File: src/rtl/trainer_pkg.sv
// Shared types and constants for the trainer-kit lab core.
package trainer_pkg;

  typedef enum logic [1:0] {
    MODE_GATE  = 2'd0,
    MODE_COUNT = 2'd1,
    MODE_SHIFT = 2'd2,
    MODE_LFSR  = 2'd3
  } mode_e;

  typedef enum logic [2:0] {
    G_AND  = 3'd0,
    G_OR   = 3'd1,
    G_NOTA = 3'd2,
    G_NAND = 3'd3,
    G_NOR  = 3'd4,
    G_XOR  = 3'd5,
    G_XNOR = 3'd6,
    G_PASS = 3'd7
  } gate_e;

  typedef enum logic [1:0] {
    DB_IDLE    = 2'd0,
    DB_WAIT_HI = 2'd1,
    DB_HELD    = 2'd2,
    DB_WAIT_LO = 2'd3
  } dbnc_state_e;

  // Fibonacci feedback masks (bit i set = tap on register bit i), maximal length per width.
  localparam logic [7:0] LFSR_TAPS [2:8] = '{8'h03, 8'h06, 8'h0C, 8'h14, 8'h30, 8'h60, 8'hB8};

endpackage

File: src/rtl/trainer_debounce.sv
// Step-button conditioner: 2-FF synchroniser feeding a debounce FSM that emits
// a single one-cycle pulse per accepted press, however long the button is held.
module trainer_debounce
  import trainer_pkg::*;
#(
  parameter int DEBOUNCE = 16
) (
  input  logic clk,
  input  logic rst,
  input  logic step_btn,
  output logic step_pulse
);

  localparam int CW = $clog2(DEBOUNCE + 1);
  localparam logic [CW-1:0] CNT_DONE = CW'(DEBOUNCE);

  logic          sync1_q, sync2_q;
  dbnc_state_e   state_q, state_d;
  logic [CW-1:0] cnt_q, cnt_d;
  logic [CW-1:0] cnt_inc;
  logic          pulse_q, pulse_d;

  assign cnt_inc    = cnt_q + CW'(1);
  assign step_pulse = pulse_q;

  // Synchroniser, FSM state, stability counter and registered pulse.
  always_ff @(posedge clk or posedge rst) begin
    if (rst) begin
      sync1_q <= 1'b0;
      sync2_q <= 1'b0;
      state_q <= DB_IDLE;
      cnt_q   <= '0;
      pulse_q <= 1'b0;
    end else begin
      sync1_q <= step_btn;
      sync2_q <= sync1_q;
      state_q <= state_d;
      cnt_q   <= cnt_d;
      pulse_q <= pulse_d;
    end
  end

  // Next state: a level is accepted only after DEBOUNCE consecutive stable cycles.
  always_comb begin
    state_d = state_q;
    cnt_d   = '0;
    case (state_q)
      DB_IDLE: begin
        if (sync2_q) state_d = DB_WAIT_HI;
        else         state_d = DB_IDLE;
      end
      DB_WAIT_HI: begin
        if (!sync2_q) begin
          state_d = DB_IDLE;
        end else if (cnt_inc == CNT_DONE) begin
          state_d = DB_HELD;
        end else begin
          state_d = DB_WAIT_HI;
          cnt_d   = cnt_inc;
        end
      end
      DB_HELD: begin
        if (!sync2_q) state_d = DB_WAIT_LO;
        else          state_d = DB_HELD;
      end
      DB_WAIT_LO: begin
        if (sync2_q) begin
          state_d = DB_HELD;
        end else if (cnt_inc == CNT_DONE) begin
          state_d = DB_IDLE;
        end else begin
          state_d = DB_WAIT_LO;
          cnt_d   = cnt_inc;
        end
      end
      default: begin
        state_d = DB_IDLE;
      end
    endcase
  end

  // Output: pulse only on the WAIT_HI -> HELD acceptance, so a held button gives one step.
  always_comb begin
    if (state_q == DB_WAIT_HI && state_d == DB_HELD) pulse_d = 1'b1;
    else                                             pulse_d = 1'b0;
  end

endmodule

File: src/rtl/trainer_seq_lab.sv
// Trainer-kit lab core: combinational gate lab plus counter / shift / LFSR labs
// advanced by a debounced single step or a prescaled free-run tick.
module trainer_seq_lab
  import trainer_pkg::*;
#(
  parameter int WIDTH    = 4,
  parameter int PRESCALE = 1000,
  parameter int DEBOUNCE = 16
) (
  input  logic             clk,
  input  logic             rst,
  input  logic [1:0]       mode,
  input  logic [2:0]       gate_sel,
  input  logic [WIDTH-1:0] op_a,
  input  logic [WIDTH-1:0] op_b,
  input  logic             load,
  input  logic             run,
  input  logic             dir,
  input  logic             ser_in,
  input  logic             step_btn,
  output logic [WIDTH-1:0] result,
  output logic             flag,
  output logic             tick_seen
);

  localparam int PW = (PRESCALE > 1) ? $clog2(PRESCALE) : 1;
  localparam logic [PW-1:0]    PRESC_LAST = PW'(PRESCALE - 1);
  localparam logic [WIDTH-1:0] TAPS       = WIDTH'(LFSR_TAPS[WIDTH]);

  logic [PW-1:0]    presc_q, presc_d;
  mode_e            mode_q, mode_s;
  logic [WIDTH-1:0] res_q, res_d;
  logic             flag_q, flag_d;
  logic             tick_seen_q, tick_seen_d;
  logic             step_pulse, presc_tick, tick, mode_chg;
  logic [WIDTH-1:0] gate_w, lfsr_w;
  logic             cnt_flag;

  trainer_debounce #(.DEBOUNCE(DEBOUNCE)) u_debounce (
    .clk       (clk),
    .rst       (rst),
    .step_btn  (step_btn),
    .step_pulse(step_pulse)
  );

  assign mode_s    = mode_e'(mode);
  assign mode_chg  = (mode_s != mode_q);
  assign tick      = run ? presc_tick : step_pulse;
  assign result    = res_q;
  assign tick_seen = tick_seen_q;
  // Terminal count depends on the live dir, so it is decoded from the registered count.
  assign cnt_flag  = dir ? (&res_q) : ~(|res_q);
  assign flag      = (mode_q == MODE_COUNT) ? cnt_flag : flag_q;

  // Free-run prescaler; parked at zero while single-stepping so run starts a full period.
  always_comb begin
    presc_d    = '0;
    presc_tick = 1'b0;
    if (run) begin
      if (presc_q == PRESC_LAST) begin
        presc_tick = 1'b1;
        presc_d    = '0;
      end else begin
        presc_d = presc_q + PW'(1);
      end
    end else begin
      presc_d = '0;
    end
  end

  // Gate lab operator decode.
  always_comb begin
    case (gate_e'(gate_sel))
      G_AND:   gate_w = op_a & op_b;
      G_OR:    gate_w = op_a | op_b;
      G_NOTA:  gate_w = ~op_a;
      G_NAND:  gate_w = ~(op_a & op_b);
      G_NOR:   gate_w = ~(op_a | op_b);
      G_XOR:   gate_w = op_a ^ op_b;
      G_XNOR:  gate_w = ~(op_a ^ op_b);
      G_PASS:  gate_w = op_a;
      default: gate_w = op_a;
    endcase
  end

  // LFSR step with escape from the all-zero lockup state.
  always_comb begin
    if (res_q == '0) lfsr_w = WIDTH'(1);
    else             lfsr_w = {res_q[WIDTH-2:0], ^(res_q & TAPS)};
  end

  // Lab datapath: mode change beats load beats tick.
  always_comb begin
    res_d       = res_q;
    flag_d      = flag_q;
    tick_seen_d = tick & ~mode_chg;
    if (mode_chg) begin
      res_d  = '0;
      flag_d = 1'b0;
    end else begin
      case (mode_s)
        MODE_GATE: begin
          res_d  = gate_w;
          flag_d = |gate_w;
        end
        MODE_COUNT: begin
          flag_d = 1'b0;
          if (load)      res_d = op_a;
          else if (tick) res_d = dir ? (res_q + WIDTH'(1)) : (res_q - WIDTH'(1));
          else           res_d = res_q;
        end
        MODE_SHIFT: begin
          if (load) begin
            res_d  = op_a;
            flag_d = 1'b0;
          end else if (tick) begin
            if (dir) begin
              res_d  = {res_q[WIDTH-2:0], ser_in};
              flag_d = res_q[WIDTH-1];
            end else begin
              res_d  = {ser_in, res_q[WIDTH-1:1]};
              flag_d = res_q[0];
            end
          end else begin
            res_d = res_q;
          end
        end
        MODE_LFSR: begin
          if (load) begin
            res_d  = op_a;
            flag_d = op_a[0];
          end else if (tick) begin
            res_d  = lfsr_w;
            flag_d = lfsr_w[0];
          end else begin
            res_d = res_q;
          end
        end
        default: begin
          res_d  = '0;
          flag_d = 1'b0;
        end
      endcase
    end
  end

  // State and output registers.
  always_ff @(posedge clk or posedge rst) begin
    if (rst) begin
      presc_q     <= '0;
      mode_q      <= MODE_GATE;
      res_q       <= '0;
      flag_q      <= 1'b0;
      tick_seen_q <= 1'b0;
    end else begin
      presc_q     <= presc_d;
      mode_q      <= mode_s;
      res_q       <= res_d;
      flag_q      <= flag_d;
      tick_seen_q <= tick_seen_d;
    end
  end

endmodule

File: config.mk
export PLATFORM = sky130hd
export DESIGN_NAME = trainer_seq_lab
export DESIGN_NICKNAME = d
export VERILOG_FILES = /design/src/rtl/trainer_pkg.sv /design/src/rtl/trainer_debounce.sv /design/src/rtl/trainer_seq_lab.sv
export SDC_FILE = /design/constraint.sdc
export NUM_CORES = 1
export LEC_CHECK = 0
export ABC_CLOCK_PERIOD_IN_PS = 2500
export CORE_MARGIN = 2
export CORE_UTILIZATION = 56
export CTS_CLUSTER_SIZE = 28
export DETAILED_ROUTE_END_ITERATION = 8
export PLACE_DENSITY = 0.8
export SYNTH_ARGS = -nofsm -noshare
export SYNTH_HDL_FRONTEND = slang
export SYNTH_SLANG_ARGS = --single-unit
File: constraint.sdc
create_clock -name clk -period 2.5 [get_ports clk]
set_input_delay 0.5 -clock clk [delete_from_list [all_inputs] [get_ports clk]]
set_output_delay 0.5 -clock clk [all_outputs]
set_load 0.02 [all_outputs]
==> flow_metrics.py <==
metrics = {
    "final_layout": {
        "drive_above_1_share_pct": 14.6,
        "multiInputGateArea_um2": 1290,
        "seqCellArea_um2": 701,
        "fill_cells": 306,
        "fin_util_pct": 70.9,
        "fin_cells": 315,
        "syn2layout_area_growth_pct": 22.1,
        "n_antenna_cell": 0,
        "fin_nets": 303,
    },
    "clock_tree": {
        "hold_buffers": 0,
        "cts_tree": "yes",
        "cts_sinks": 28,
        "clk_path_buf_depth": 2,
        "cts_root_buf": "clkbuf_8",
        "postCtsSetupRepairBufs": 0,
        "clock_latency_ns": 0.28,
        "numCtsBuffers": 3,
        "h-tree-depth": 1,
        "clkTransAtPathRegs_ns": 0.09,
    },
    "yosys": {
        "async_reset_ff_share_pct": 100,
        "synth.distinct_cells": 57,
        "synthesis.area_um2": 2110,
        "syn_avg_cell_area_um2": 9.22,
        "synth_area_leader_cell": "dfrtp_1",
        "yosysSeqAreaShare_pct": 33.2,
        "synth_edf_count": 0,
        "syn_inst": 229,
        "synth_nets": 264,
        "ys_ff_latch": 28,
        "ys_warn_count": 0,
        "synth_area_leaders": "dfrtp_1 (33%), ha_1 (8.3%), mux2i_1 (4.7%), xnor2_1 (4.6%), nor2_1 (4.4%)",
        "synth_top_area_share_pct": 33.2,
        "ys.flop_type": "dfrtp_1",
    },
    "sta": {
        "rsz0062_at_grt": "false",
        "fin_skew_ns": 0.00463,
        "max_freq_mhz": 419,
        "tightestPinTransition_ns": 0.651,
        "tns_ns": 0,
        "slew_violations": 0,
        "relSlewSlack_pct": 56.4,
        "period_needed_ns": 2.39,
        "worst_hold_slack_ns": 0.357,
        "hold_violations": 0,
        "setup_viol": 0,
        "period_share_pct": 95.5,
    },
    "floorplan": {
        "dieArea_um2": 4280,
        "core_um2": 3630,
        "row_count": 22,
        "ioPinCount": 26,
        "dieHeight_um": 65.4,
        "fp.dieW_um": 65.4,
        "initial_core_util_pct": 58.1,
    },
    "critical_path": {
        "cp_slowest_cell": "dfrtp_1",
        "crit_family": "simple AND/OR/NAND/NOR gates",
        "arrival_ns": 1.89,
        "cp-end-kind": "output port",
        "cp-start-kind": "flip-flop",
        "critical_path_buf_inv_count": 2,
        "critPathKind": "reg -> out",
        "cp_cell_sequence": "inv_1 -> ha_1 -> or3b_1 -> nor2_1 -> a41oi_1 -> a31oi_1 -> buf_2",
        "cpPeakStageDelay_ns": 0.40,
        "critical_path_required_ns": 2.00,
        "critPathMaxFanout": 2,
    },
    "drt": {
        "via_per_inst": 5.60,
        "met3WireLength_um": 149,
        "drt_iter0_drc": 108,
        "via_count": 1764,
        "drtPass1Iterations": 4,
        "wl_per_cell_um": 14.4,
        "top_layer": "met4",
        "drc": 0,
        "wirelength_met1_um": 2000,
        "met2_length_um": 2250,
        "ant_nets": 0,
        "wirelength_um": 4520,
    },
    "grt": {
        "grt_pass1_wl_um": 7660,
        "overflow": 0,
        "track_usage_pct": 23.1,
        "grt_pass1_vias": 1722,
        "grt_start_max_net_pins": 29,
        "antenna_found_initial": 0,
    },
    "power_and_ir_drop": {
        "vdd_drop_max_mv": 0.472,
        "power.density_nw_per_um2": 434,
        "leakagePower_nw": 1.17,
        "p_total_w": 0.00112,
    },
    "worst_hold_path": {
        "hp-class": "reg -> reg",
    },
    "placed_design": {
        "gp_congestion": 0.901,
        "io_buffers": 25,
        "placedCellCount": 311,
        "dp_hpwl_um": 3420,
    },
    "job": {
        "maxCapViolCount": 0,
    },
    "status": {
        "status": "complete, no violations",
    },
}
routing by layer:
layer  up-vias  track usage, %
met5         -               0
met4         0            9.11
met3        14            2.91
met2        36            41.2
met1       828            28.2
li1        886               -
worst reg2reg max path, delay by kind of cell (launching register included):
family | cells | cell delay, ns
adder cells (fa/ha/maj) | 1 | 0.49
buffers and inverters | 2 | 0.25
flip-flops | 1 | 0.38
AO/OA/AOI/OAI | 5 | 0.80
worst paths after layout:
check | from | cells after the start | slack, ns | end
setup / recovery | result[3] | 7 | 0.11 | flag
hold / removal | u_debounce.sync1_q | 0 | 0.36 | u_debounce.sync2_q
setup reg to reg | result[0] | 8 | 0.48 | result[1]
hold reg to reg | u_debounce.sync1_q | 0 | 0.36 | u_debounce.sync2_q
max in group asynchronous | rst | 3 | 1.65 | presc_q[1]
min in group asynchronous | rst | 3 | 0.58 | u_debounce.sync2_q
layout make-up:
cell class,count,share of cell area (%)
Multi-Input combinational cell,173,50.2
Tap cell,48,2.33
Sequential cell,28,27.2
Clock buffer,3,1.60
Clock inverter,1,1.17
Inverter,19,2.77
Timing Repair Buffer,43,14.8
Yosys cell counts (4+ instances only):
cell	number
o21ai_0	6
and3_1	5
ha_1	14
nand3_1	6
dfrtp_1	28
inv_1	19
nor3_1	6
nand2b_1	4
buf_2	4
xor2_1	5
nor2_1	25
mux2i_1	10
nand2_1	9
xnor2_1	11
a21oi_1	11
nor2b_1	4
nand3b_1	4
mux2_2	4
stage by stage:
| step | worst slack, ns | area, µm² |
|---|---|---|
| after floorplan | 0.364 | 2110 |
| final | 0.112 | 2580 |
| after global placement | -0.0318 | 2510 |
| after detailed placement | -0.0803 | 2510 |
| after CTS | 0.000964 | 2580 |
| after global routing | 0.0363 | 2580 |
registers in the layout, indices dropped and copies added (netlist names):
signal,count
u_debounce.sync2_q,1
result,4
mode_q,2
flag_q,1
tick_seen,1
u_debounce.state_q,2
u_debounce.sync1_q,1
u_debounce.cnt_q,5
presc_q,10
u_debounce.step_pulse,1
cells by family after synthesis:
logic type               share of synthesized area, %
AND/OR/NAND/NOR                                  21.2
buffers and inverters                            5.57
AO/OA/AOI/OAI                                    15.4
multiplexers                                     7.94
XOR/XNOR                                         7.41
flip-flops                                       33.2
adder cells (fa/ha/maj)                          9.25
power breakdown:
| part | internal [W] | switching, W | total, W |
|---|---|---|---|
| clock network | 0.000214 | 0.000139 | 0.000353 |
| registers | 0.000468 | 0.0000128 | 0.000481 |
| logic | 0.000137 | 0.000146 | 0.000283 |
layout by cell type (no fill, tap or decap), drive strengths merged, types with 3 or more instances in the layout:
cell	Yosys	final
clkdlybuf4s50	0	24
nand2	10	10
dfrtp	28	28
o31ai	3	3
xor2	5	5
a31oi	3	3
a21oi	11	11
nor2	25	25
nor3	6	6
nor2b	4	4
mux2i	10	10
clkbuf	3	3
nand2b	4	4
xnor2	12	12
ha	14	14
inv	19	19
and3	5	5
mux2	4	4
nand3b	4	4
o21ai	6	6
buf	6	19
nand3	6	6
timing repair:
| item | in CTS | in global routing |
|---|---|---|
| setup endpoints to repair | 1 | 1 |
| pin swaps | 0 | 1 |
| gates resized for setup | 4 | 1 |
Power figures use the tool's default switching activity.
